==> src/rtl/draw_rect_move_if.sv <==
`default_nettype none
// ============================================================================
//  Module      : vga_if
//  Description : VGA pixel-stream bundle passed between overlay stages:
//                raster counters, sync and blanking strobes, RGB444 pixel.
//                vga_in  - consumer view (all fields inputs)
//                vga_out - producer view (all fields outputs)
//  Revision    : 1.0 - initial release
// ============================================================================
interface vga_if;
    logic [10:0] hcount;
    logic [10:0] vcount;
    logic        hsync;
    logic        vsync;
    logic        hblnk;
    logic        vblnk;
    logic [11:0] rgb;

    modport vga_in  (input  hcount, vcount, hsync, vsync, hblnk, vblnk, rgb);
    modport vga_out (output hcount, vcount, hsync, vsync, hblnk, vblnk, rgb);
endinterface
`default_nettype wire

==> src/rtl/draw_rect_move.sv <==
`default_nettype none
// ============================================================================
//  Module      : draw_rect_move
//  Description : Rectangle overlay stage in the vga_if pixel chain. Draws a
//                RECT_W x RECT_H rectangle (filled, or an outline BORDER
//                pixels thick) in RECT_COLOR at a runtime position. New
//                positions arrive over a valid/ready port, are clamped so
//                the rectangle stays on screen, are held in a shadow
//                register and are committed only at the rising edge of
//                vblnk, so each frame is drawn with a single position.
//                Two-cycle pipeline: stage 1 registers timing/rgb and hit
//                flag, stage 2 applies the rgb mux.
//  Ports       : clk         - pixel clock
//                rst         - asynchronous, active-high reset
//                vga_in      - upstream timing + rgb
//                vga_out     - downstream timing + rgb (2-clock latency)
//                xpos, ypos  - requested left / top edge
//                pos_valid   - request valid
//                pos_ready   - request can be accepted (no commit pending)
//                frame_start - one-cycle pulse per vblnk rising edge
//  Options     : define DRAW_RECT_MOVE_BLINK_EN to blink the rectangle with
//                a half-period of BLINK_FRAMES frames.
//  Revision    : 1.0 - initial release
// ============================================================================
module draw_rect_move #(
    parameter int          HOR_PIXELS   = 800,
    parameter int          VER_PIXELS   = 600,
    parameter int          RECT_W       = 350,
    parameter int          RECT_H       = 200,
    parameter logic [11:0] RECT_COLOR   = 12'hFAF,
    parameter int          BORDER       = 0,
    parameter int          INIT_X       = (HOR_PIXELS - RECT_W) / 2,
    parameter int          INIT_Y       = (VER_PIXELS - RECT_H) / 2,
    parameter int          BLINK_FRAMES = 30
) (
    input  logic        clk,
    input  logic        rst,
    vga_if.vga_in       vga_in,
    vga_if.vga_out      vga_out,
    input  logic [10:0] xpos,
    input  logic [10:0] ypos,
    input  logic        pos_valid,
    output logic        pos_ready,
    output logic        frame_start
);

    // Extents minus one, at 12 bits so X + RECT_W - 1 cannot wrap.
    localparam logic [11:0] c_W_M1   = 12'(RECT_W - 1);
    localparam logic [11:0] c_H_M1   = 12'(RECT_H - 1);
    localparam logic [11:0] c_BORDER = 12'(BORDER);
    localparam logic [10:0] c_MAX_X  = 11'(HOR_PIXELS - RECT_W);
    localparam logic [10:0] c_MAX_Y  = 11'(VER_PIXELS - RECT_H);
    localparam logic [10:0] c_INIT_X = 11'(INIT_X);
    localparam logic [10:0] c_INIT_Y = 11'(INIT_Y);

    // ------------------------------------------------------------------
    // Position handshake state
    // ------------------------------------------------------------------
    logic [10:0] r_act_x;
    logic [10:0] r_act_y;
    logic [10:0] r_shadow_x;
    logic [10:0] r_shadow_y;
    logic        r_pending;
    logic        r_vblnk_prev;
    logic        r_frame_start;

    logic        w_boundary;
    logic        w_accept;
    logic [10:0] w_clamp_x;
    logic [10:0] w_clamp_y;
    logic        w_visible;

    assign w_boundary = vga_in.vblnk & ~r_vblnk_prev;
    assign w_accept   = pos_valid & ~r_pending;
    assign w_clamp_x  = (xpos > c_MAX_X) ? c_MAX_X : xpos;
    assign w_clamp_y  = (ypos > c_MAX_Y) ? c_MAX_Y : ypos;

    assign pos_ready   = ~r_pending;
    assign frame_start = r_frame_start;

    // Commit uses the pending value from before this edge, so a request
    // accepted in the boundary cycle waits for the next boundary. The two
    // branches are exclusive anyway: accept needs !pending.
    always_ff @(posedge clk or posedge rst) begin
        if (rst) begin
            r_act_x       <= c_INIT_X;
            r_act_y       <= c_INIT_Y;
            r_shadow_x    <= c_INIT_X;
            r_shadow_y    <= c_INIT_Y;
            r_pending     <= 1'b0;
            r_vblnk_prev  <= 1'b0;
            r_frame_start <= 1'b0;
        end else begin
            r_vblnk_prev  <= vga_in.vblnk;
            r_frame_start <= w_boundary;
            if (w_boundary && r_pending) begin
                r_act_x   <= r_shadow_x;
                r_act_y   <= r_shadow_y;
                r_pending <= 1'b0;
            end else if (w_accept) begin
                r_shadow_x <= w_clamp_x;
                r_shadow_y <= w_clamp_y;
                r_pending  <= 1'b1;
            end
        end
    end

    // ------------------------------------------------------------------
    // Optional blink: visibility toggles every BLINK_FRAMES boundaries
    // ------------------------------------------------------------------
`ifdef DRAW_RECT_MOVE_BLINK_EN
    localparam logic [15:0] c_BLINK_LAST = 16'(BLINK_FRAMES - 1);

    logic [15:0] r_frame_cnt;
    logic        r_visible;

    always_ff @(posedge clk or posedge rst) begin
        if (rst) begin
            r_frame_cnt <= 16'd0;
            r_visible   <= 1'b1;
        end else if (w_boundary) begin
            if (r_frame_cnt == c_BLINK_LAST) begin
                r_frame_cnt <= 16'd0;
                r_visible   <= ~r_visible;
            end else begin
                r_frame_cnt <= r_frame_cnt + 16'd1;
            end
        end
    end

    assign w_visible = r_visible;
`else
    // Always visible; BLINK_FRAMES has no effect in this build and the
    // constant-true term only keeps the parameter referenced.
    assign w_visible = 1'b1 | (BLINK_FRAMES == 0);
`endif

    // ------------------------------------------------------------------
    // Hit test against the active position (12-bit arithmetic)
    // ------------------------------------------------------------------
    logic [11:0] w_h;
    logic [11:0] w_v;
    logic [11:0] w_x;
    logic [11:0] w_y;
    logic [11:0] w_x_end;
    logic [11:0] w_y_end;
    logic        w_in_rect;
    logic        w_edge;
    logic        w_hit;

    assign w_h     = {1'b0, vga_in.hcount};
    assign w_v     = {1'b0, vga_in.vcount};
    assign w_x     = {1'b0, r_act_x};
    assign w_y     = {1'b0, r_act_y};
    assign w_x_end = w_x + c_W_M1;
    assign w_y_end = w_y + c_H_M1;

    assign w_in_rect = (w_h >= w_x) && (w_h <= w_x_end) &&
                       (w_v >= w_y) && (w_v <= w_y_end);

    generate
        if (BORDER > 0) begin : g_outline
            // Within BORDER pixels of any edge of the rectangle.
            assign w_edge = (w_h < w_x + c_BORDER) || (w_h > w_x_end - c_BORDER) ||
                            (w_v < w_y + c_BORDER) || (w_v > w_y_end - c_BORDER);
        end else begin : g_filled
            assign w_edge = 1'b1;
        end
    endgenerate

    assign w_hit = w_in_rect & w_edge & w_visible;

    // ------------------------------------------------------------------
    // Stage 1: register timing, input rgb and hit flag
    // ------------------------------------------------------------------
    logic [10:0] r_s1_hcount;
    logic [10:0] r_s1_vcount;
    logic        r_s1_hsync;
    logic        r_s1_vsync;
    logic        r_s1_hblnk;
    logic        r_s1_vblnk;
    logic [11:0] r_s1_rgb;
    logic        r_s1_hit;

    always_ff @(posedge clk or posedge rst) begin
        if (rst) begin
            r_s1_hcount <= 11'd0;
            r_s1_vcount <= 11'd0;
            r_s1_hsync  <= 1'b0;
            r_s1_vsync  <= 1'b0;
            r_s1_hblnk  <= 1'b0;
            r_s1_vblnk  <= 1'b0;
            r_s1_rgb    <= 12'd0;
            r_s1_hit    <= 1'b0;
        end else begin
            r_s1_hcount <= vga_in.hcount;
            r_s1_vcount <= vga_in.vcount;
            r_s1_hsync  <= vga_in.hsync;
            r_s1_vsync  <= vga_in.vsync;
            r_s1_hblnk  <= vga_in.hblnk;
            r_s1_vblnk  <= vga_in.vblnk;
            r_s1_rgb    <= vga_in.rgb;
            r_s1_hit    <= w_hit;
        end
    end

    // ------------------------------------------------------------------
    // Stage 2: rgb mux (blanking wins over the rectangle)
    // ------------------------------------------------------------------
    logic [10:0] r_s2_hcount;
    logic [10:0] r_s2_vcount;
    logic        r_s2_hsync;
    logic        r_s2_vsync;
    logic        r_s2_hblnk;
    logic        r_s2_vblnk;
    logic [11:0] r_s2_rgb;

    always_ff @(posedge clk or posedge rst) begin
        if (rst) begin
            r_s2_hcount <= 11'd0;
            r_s2_vcount <= 11'd0;
            r_s2_hsync  <= 1'b0;
            r_s2_vsync  <= 1'b0;
            r_s2_hblnk  <= 1'b0;
            r_s2_vblnk  <= 1'b0;
            r_s2_rgb    <= 12'd0;
        end else begin
            r_s2_hcount <= r_s1_hcount;
            r_s2_vcount <= r_s1_vcount;
            r_s2_hsync  <= r_s1_hsync;
            r_s2_vsync  <= r_s1_vsync;
            r_s2_hblnk  <= r_s1_hblnk;
            r_s2_vblnk  <= r_s1_vblnk;
            if (r_s1_hblnk || r_s1_vblnk) begin
                r_s2_rgb <= 12'd0;
            end else if (r_s1_hit) begin
                r_s2_rgb <= RECT_COLOR;
            end else begin
                r_s2_rgb <= r_s1_rgb;
            end
        end
    end

    assign vga_out.hcount = r_s2_hcount;
    assign vga_out.vcount = r_s2_vcount;
    assign vga_out.hsync  = r_s2_hsync;
    assign vga_out.vsync  = r_s2_vsync;
    assign vga_out.hblnk  = r_s2_hblnk;
    assign vga_out.vblnk  = r_s2_vblnk;
    assign vga_out.rgb    = r_s2_rgb;

endmodule
`default_nettype wire
==> src/flat_wrapper.sv <==
// flat-port wrapper written by rule: the top's interface ports become plain ports
module draw_rect_move_flat 
#(
    parameter int          HOR_PIXELS   = 800,
    parameter int          VER_PIXELS   = 600,
    parameter int          RECT_W       = 350,
    parameter int          RECT_H       = 200,
    parameter logic [11:0] RECT_COLOR   = 12'hFAF,
    parameter int          BORDER       = 0,
    parameter int          INIT_X       = (HOR_PIXELS - RECT_W) / 2,
    parameter int          INIT_Y       = (VER_PIXELS - RECT_H) / 2,
    parameter int          BLINK_FRAMES = 30
)
  (clk, rst, xpos, ypos, pos_valid, pos_ready, frame_start, vga_in_hcount, vga_in_vcount, vga_in_hsync, vga_in_vsync, vga_in_hblnk, vga_in_vblnk, vga_in_rgb, vga_out_hcount, vga_out_vcount, vga_out_hsync, vga_out_vsync, vga_out_hblnk, vga_out_vblnk, vga_out_rgb);
  vga_if vga_in_i ();
  vga_if vga_out_i ();
  input  logic clk;
  input  logic rst;
  input  logic [10:0] xpos;
  input  logic [10:0] ypos;
  input  logic pos_valid;
  output logic pos_ready;
  output logic frame_start;
  input wire logic [$bits(vga_in_i.hcount)-1:0] vga_in_hcount;
  input wire logic [$bits(vga_in_i.vcount)-1:0] vga_in_vcount;
  input wire logic [$bits(vga_in_i.hsync)-1:0] vga_in_hsync;
  input wire logic [$bits(vga_in_i.vsync)-1:0] vga_in_vsync;
  input wire logic [$bits(vga_in_i.hblnk)-1:0] vga_in_hblnk;
  input wire logic [$bits(vga_in_i.vblnk)-1:0] vga_in_vblnk;
  input wire logic [$bits(vga_in_i.rgb)-1:0] vga_in_rgb;
  output wire logic [$bits(vga_out_i.hcount)-1:0] vga_out_hcount;
  output wire logic [$bits(vga_out_i.vcount)-1:0] vga_out_vcount;
  output wire logic [$bits(vga_out_i.hsync)-1:0] vga_out_hsync;
  output wire logic [$bits(vga_out_i.vsync)-1:0] vga_out_vsync;
  output wire logic [$bits(vga_out_i.hblnk)-1:0] vga_out_hblnk;
  output wire logic [$bits(vga_out_i.vblnk)-1:0] vga_out_vblnk;
  output wire logic [$bits(vga_out_i.rgb)-1:0] vga_out_rgb;
  assign vga_in_i.hcount = vga_in_hcount;
  assign vga_in_i.vcount = vga_in_vcount;
  assign vga_in_i.hsync = vga_in_hsync;
  assign vga_in_i.vsync = vga_in_vsync;
  assign vga_in_i.hblnk = vga_in_hblnk;
  assign vga_in_i.vblnk = vga_in_vblnk;
  assign vga_in_i.rgb = vga_in_rgb;
  assign vga_out_hcount = vga_out_i.hcount;
  assign vga_out_vcount = vga_out_i.vcount;
  assign vga_out_hsync = vga_out_i.hsync;
  assign vga_out_vsync = vga_out_i.vsync;
  assign vga_out_hblnk = vga_out_i.hblnk;
  assign vga_out_vblnk = vga_out_i.vblnk;
  assign vga_out_rgb = vga_out_i.rgb;
  draw_rect_move #(.HOR_PIXELS(HOR_PIXELS), .VER_PIXELS(VER_PIXELS), .RECT_W(RECT_W), .RECT_H(RECT_H), .RECT_COLOR(RECT_COLOR), .BORDER(BORDER), .INIT_X(INIT_X), .INIT_Y(INIT_Y), .BLINK_FRAMES(BLINK_FRAMES)) u_core (.clk(clk), .rst(rst), .vga_in(vga_in_i), .vga_out(vga_out_i), .xpos(xpos), .ypos(ypos), .pos_valid(pos_valid), .pos_ready(pos_ready), .frame_start(frame_start));
endmodule
==> config.mk <==
export PLATFORM = sky130hd
export DESIGN_NAME = draw_rect_move_flat
export DESIGN_NICKNAME = d
export VERILOG_FILES = /design/src/rtl/draw_rect_move_if.sv /design/src/rtl/draw_rect_move.sv /design/src/flat_wrapper.sv
export SDC_FILE = /design/constraint.sdc
export NUM_CORES = 1
export LEC_CHECK = 0
export BUFFER_PORTS_ARGS = -buffer_cell sky130_fd_sc_hd__buf_2
export CAP_MARGIN = 20
export CORE_MARGIN = 2
export CORE_UTILIZATION = 43
export DETAILED_ROUTE_END_ITERATION = 10
export GPL_ROUTABILITY_DRIVEN = 0
export HOLD_SLACK_MARGIN = 0.02
export PLACE_DENSITY = 0.63
export RECOVER_POWER = 25
export SLEW_MARGIN = 20
export SYNTH_ARGS = -nofsm -noshare
export SYNTH_HDL_FRONTEND = slang
export SYNTH_SLANG_ARGS = --single-unit
export TNS_END_PERCENT = 20
==> constraint.sdc <==
create_clock -name clk -period 4.68 [get_ports clk]
set_input_delay 0.702 -clock clk [delete_from_list [all_inputs] [get_ports clk]]
set_output_delay 0.702 -clock clk [all_outputs]
set_load 0.01 [all_outputs]
==> metrics.md <==
| Metric | Value |
|---|---|
| Timing-limited maximum frequency | 345.0 MHz |
| VDD IR-drop max | 0.0002422 V |
| Width of the chip | 113.3 um |
| Fill cell instance count of the final layout | 969 |
| Growth of design area from synthesis to finish | 25.01% |
| Clock slew seen by the registers of the worst setup and hold paths | 0.05 ns |
| Antenna fix cells | 0 |
| Req. time, crit path | 5.18 ns |
| Post-Syn Area per Cell | 13.35 sq um |
| Run status | complete, but fails checks |
| Setup TNS Final | 0 ns |
| Flip-flop and latch count after synthesis | 123 |
| Worst Tran Pin Value | 3.270 ns |
| Count of endpoints failing setup in the final report | 0 |
| Post-synthesis cell area | between 5000 and 6000 sq um |
| Part of the total power dissipated in the clock network | 44.4% |
| Post-placement cell count | around 630 |
| Number of antenna violations at the first check in global routing | 0 |
| Estimated wirelength of the detail-placed design | about 7.4 mm |
| Arrival time of the worst setup path | about 3.4 ns |
| Vias in the first global route | 3356 |
| Insertion delay of the later-clocked pin in the worst-skew pair | 0.40 ns |
| H-tree depth | 4 |
| Setup slack at placement | 2.091 ns |
| Met2 demand-to-capacity share in global routing | around a quarter |
| GRT Residual Overflow | 0 |
| Final Non-Filler Cells | 657 |
| Synthesized instance count | roughly 390 |
| Maximum Capacitance Violations | 1 |
| Port Buffers | 102 |
| Leakage Power | 0.003053 uW |
| Buffers from clock root to sink, at most | 2 |
| Drt total wl | around 9.8 mm |
| Ports placed on the boundary | 103 |
| Routed length per instance | 14.90 um |
| Relative max-transition margin | -119.2% |
| Fraction of the yosys area taken by sequential cells | 60.24% |
| Hold-fix buffers at CTS | 0 |
| Failing checks | capacitance limit, slew limit |
| Net Switching | ~790 uW |
| Slowest cell delay on critical path | roughly 1.8 ns |
| Post-detailed-route via-to-cell ratio | 5.000 |
| Most used routing layer | met2 |
| Count of buffers added by post-CTS timing repair for setup | 0 |
| Count of instances resized after the clock tree is built | 0 |
| Post-synthesis cell type count | 46 |
| Switching Fraction | 25.06% |
| Kind of cell adding the most delay to the critical path | buffers and inverters |
| Minimum period implied by the final worst setup slack | 2.898 ns |
| Drt initial violations | about 140 |
| TritonCTS clock tree | done |
| Number of flops mapped to enable cells by yosys | 0 |
| Sink count of the clock tree | 123 |
| Core Box Area | 11520 sq um |
| Full die area | 12840 sq um |
| Maximum number of pins on one net before global-route repair | 80 |
| Maximum fanout encountered on the critical timing path | 79 |
| Library cell contributing the largest single delay on the critical path | sky130_fd_sc_hd__clkinvlp_2 |
| Worst Hold Class | reg -> reg |
| Share of layout cells above drive strength 1 | 28.99% |
| Total power divided by cell area | 491.8 nW/um^2 |
| Total number of vias | approximately 3300 |
| Number of remaining DRC errors | 0 |
| Yosys warning count | 0 |
| Number of endpoints with negative hold slack in the final report | 0 |
| Global-route wire length before repair | approximately 17 mm |
| Cell breakdown of the critical path | buf_2, clkinvlp_2, buf_4 |
| Number of pins with negative max-slew slack in the final report | 80 |
| Category of the worst setup path launch point | input pin |
| Final critical-path share of the clock period | 61.93% |
| Final critical-path setup slack | 1.782 ns |
| Final antenna-violating net count | 0 |
| Critical path class | in -> async |
| Syn nets | 494 |
| Library cell used as clock root buffer | sky130_fd_sc_hd__clkbuf_16 |
| Global Route Usage Sum | 16.60% |
| Met3 Use GR | 4.767% |
| Number of nets at the end of the flow | 610 |
| Most common flop cell mapped by yosys | sky130_fd_sc_hd__dfrtp_1 |
| Internal Power | 2367 uW |
| Initial Util | between 40% and 50% |
| Combinational power share | approximately 17% |
| Sequential cell fraction of total power | 39.2% |
| Number of standard-cell rows in the floorplan | 39 |
| Met1 track demand over resource | 22.56% |
| Crit path buf inv count | 3 |
| Pre-Repair DR Iteration Count | 4 |
| Layout Skew | 0.004702 ns |
| Num CTS Buffers | 17 |
| Share of synthesized flip-flops with an asynchronous set or reset | 100.0% |
| Worst slack on hold paths | roughly 0.35 ns |
| Die Height | 113.3 um |
| Setup repair after global routing missed its margin | no |
| Category of the worst setup path capture point | asynchronous set/reset pin |
-- power by group through the flow --
| stage | Combinational [uW] | Clock [uW] | Sequential, uW |
|---|---|---|---|
| finish | 520 | 1400 | 1240 |
| global route | 597 | 1490 | 1250 |
| CTS | 527 | 1430 | 1240 |
| detailed placement | 525 | 0 | 1260 |
| global placement | 509 | 0 | 1250 |
| floorplan | 378 | 0 | 1240 |
-- metrics by stage --
step | util [%] | instance area, sq um | power (uW)
4_1_cts | 56.03 | 6452 | 3199
6_report | 55.78 | 6424 | 3159
5_1_grt | 55.78 | 6424 | 3335
3_3_place_gp | 50.47 | 5812 | 1759
3_5_place_dp | 50.47 | 5812 | 1782
2_1_floorplan | - | 5139 | 1616
-- cell usage after synthesis, types with 3 or more instances --
cell	n	area, sq um
sky130_fd_sc_hd__dfrtp_1	109	2728
sky130_fd_sc_hd__ha_1	46	575.6
sky130_fd_sc_hd__inv_1	27	101.4
sky130_fd_sc_hd__xnor2_1	17	148.9
sky130_fd_sc_hd__mux2_2	16	180.2
sky130_fd_sc_hd__nand2_1	16	60.06
sky130_fd_sc_hd__dfstp_2	14	367.9
sky130_fd_sc_hd__o21a_1	14	105.1
sky130_fd_sc_hd__a21oi_1	13	65.06
sky130_fd_sc_hd__a22o_1	11	96.34
sky130_fd_sc_hd__nor2_1	9	33.78
sky130_fd_sc_hd__a21o_1	8	60.06
sky130_fd_sc_hd__nand3_1	8	40.04
sky130_fd_sc_hd__nor2b_1	8	50.05
sky130_fd_sc_hd__nor3_1	7	35.03
sky130_fd_sc_hd__mux2_1	6	67.56
sky130_fd_sc_hd__o21ai_0	5	25.02
sky130_fd_sc_hd__o22a_1	5	43.79
sky130_fd_sc_hd__nor4_1	4	25.02
sky130_fd_sc_hd__a221oi_1	3	26.28
sky130_fd_sc_hd__buf_2	3	15.01
sky130_fd_sc_hd__clkbuf_1	3	11.26
sky130_fd_sc_hd__nand4_1	3	18.77
-- flip-flops by register name, summed over array words and instances, names as in the netlist --
signal and flops:
u_core.r_s1_hblnk 1, u_core.r_act_y 11, u_core.vga_out.vcount 11, u_core.r_s1_hit 1, u_core.vga_out.rgb 12, u_core.vga_out.hblnk 1, u_core.r_shadow_y 11, u_core.r_s1_hsync 1
u_core.r_shadow_x 11, u_core.r_vblnk_prev 1, u_core.vga_out.vsync 1, u_core.r_s1_hcount 11, u_core.vga_out.vblnk 1, u_core.vga_out.hcount 11, u_core.frame_start 1, u_core.r_pending 1
u_core.r_s1_vcount 11, u_core.r_s1_rgb 12, u_core.r_act_x 11, u_core.vga_out.hsync 1, u_core.r_s1_vsync 1
-- cell usage in the layout, fill, tap and decap left out, types with 3 or more instances in the layout --
cell type / netlist / final
sky130_fd_sc_hd__mux2_1: 6 / 6
sky130_fd_sc_hd__nor2b_1: 8 / 8
sky130_fd_sc_hd__ha_1: 46 / 46
sky130_fd_sc_hd__a21oi_1: 13 / 13
sky130_fd_sc_hd__nand2_1: 16 / 16
sky130_fd_sc_hd__dfrtp_1: 109 / 109
sky130_fd_sc_hd__o21a_1: 14 / 14
sky130_fd_sc_hd__xnor2_1: 17 / 17
sky130_fd_sc_hd__nor2_1: 9 / 9
sky130_fd_sc_hd__nand4_1: 3 / 3
sky130_fd_sc_hd__bufinv_16: 0 / 5
sky130_fd_sc_hd__nand3_1: 8 / 8
sky130_fd_sc_hd__buf_2: 3 / 80
sky130_fd_sc_hd__nor3_1: 7 / 7
sky130_fd_sc_hd__clkbuf_16: 0 / 17
sky130_fd_sc_hd__a21o_1: 8 / 8
sky130_fd_sc_hd__mux2_2: 16 / 16
sky130_fd_sc_hd__nor4_1: 4 / 4
sky130_fd_sc_hd__clkbuf_1: 3 / 24
sky130_fd_sc_hd__dfstp_2: 14 / 14
sky130_fd_sc_hd__inv_1: 27 / 26
sky130_fd_sc_hd__clkinv_2: 0 / 4
sky130_fd_sc_hd__a22o_1: 11 / 11
sky130_fd_sc_hd__o22a_1: 5 / 5
sky130_fd_sc_hd__a221oi_1: 3 / 3
sky130_fd_sc_hd__o21ai_0: 5 / 5
-- layer usage --
layer	wire, um	part of all wire, %
met1	4683	48
met2	4476	46
met3	475	4.9
met4	153	1.6
met5	0	0
-- worst paths after layout --
| kind | startpoint | end | slack, ns | depth (start not counted) |
|---|---|---|---|---|
| hold / removal | u_core.r_s1_vcount[9]$_DFF_PP0_ | u_core.vga_out.vcount[9]$_DFF_PP0_ | 0.35 | 0 |
| setup reg to reg | u_core.r_act_x[1]$_DFFE_PP0P_ | u_core.r_s1_hit$_DFF_PP0_ | 2.07 | 10 |
| setup / recovery | rst | u_core.vga_out.vcount[3]$_DFF_PP0_ | 1.78 | 3 |
| max in group clk | u_core.r_act_x[1]$_DFFE_PP0P_ | u_core.r_s1_hit$_DFF_PP0_ | 2.07 | 10 |
| hold reg to reg | u_core.r_s1_vcount[9]$_DFF_PP0_ | u_core.vga_out.vcount[9]$_DFF_PP0_ | 0.35 | 0 |
| min in group asynchronous | rst | u_core.vga_out.hcount[4]$_DFF_PP0_ | 1.24 | 2 |
-- logic make-up after synthesis --
kind of cell / after synthesis / share of synthesized area (%)
muxes: 22 / 4.821
buffers and inverters: 34 / 2.556
xor gates and xnor gates: 18 / 3.068
DFF: 123 / 60.24
AOI/OAI and AO/OA: 77 / 11.30
and+or+nand+nor: 65 / 6.818
adders and majority gates: 46 / 11.20
-- worst reg2reg max path: stages (launching register included) --
cell	delay, ns
sky130_fd_sc_hd__dfrtp_1	0.42
sky130_fd_sc_hd__ha_1	0.25
sky130_fd_sc_hd__o41a_1	0.37
sky130_fd_sc_hd__o21ai_2	0.16
sky130_fd_sc_hd__xnor2_1	0.14
sky130_fd_sc_hd__ha_1	0.27
sky130_fd_sc_hd__a21o_1	0.16
sky130_fd_sc_hd__a211oi_1	0.21
sky130_fd_sc_hd__o21ai_0	0.11
sky130_fd_sc_hd__o21a_1	0.19
sky130_fd_sc_hd__nor4_2	0.25
-- layout make-up --
class                           count  area (sq um)  share of cell area (%)
Sequential cell                   123          3095                   48.19
Multi-Input combinational cell    228          1912                   29.76
Timing Repair Buffer              103         490.5                   7.635
Clock buffer                       20         446.7                   6.954
Clock inverter                     12         193.9                   3.019
Tap cell                          143         178.9                   2.785
Inverter                           28         106.4                   1.656
Note: power is estimated with default switching activity, not from simulation.
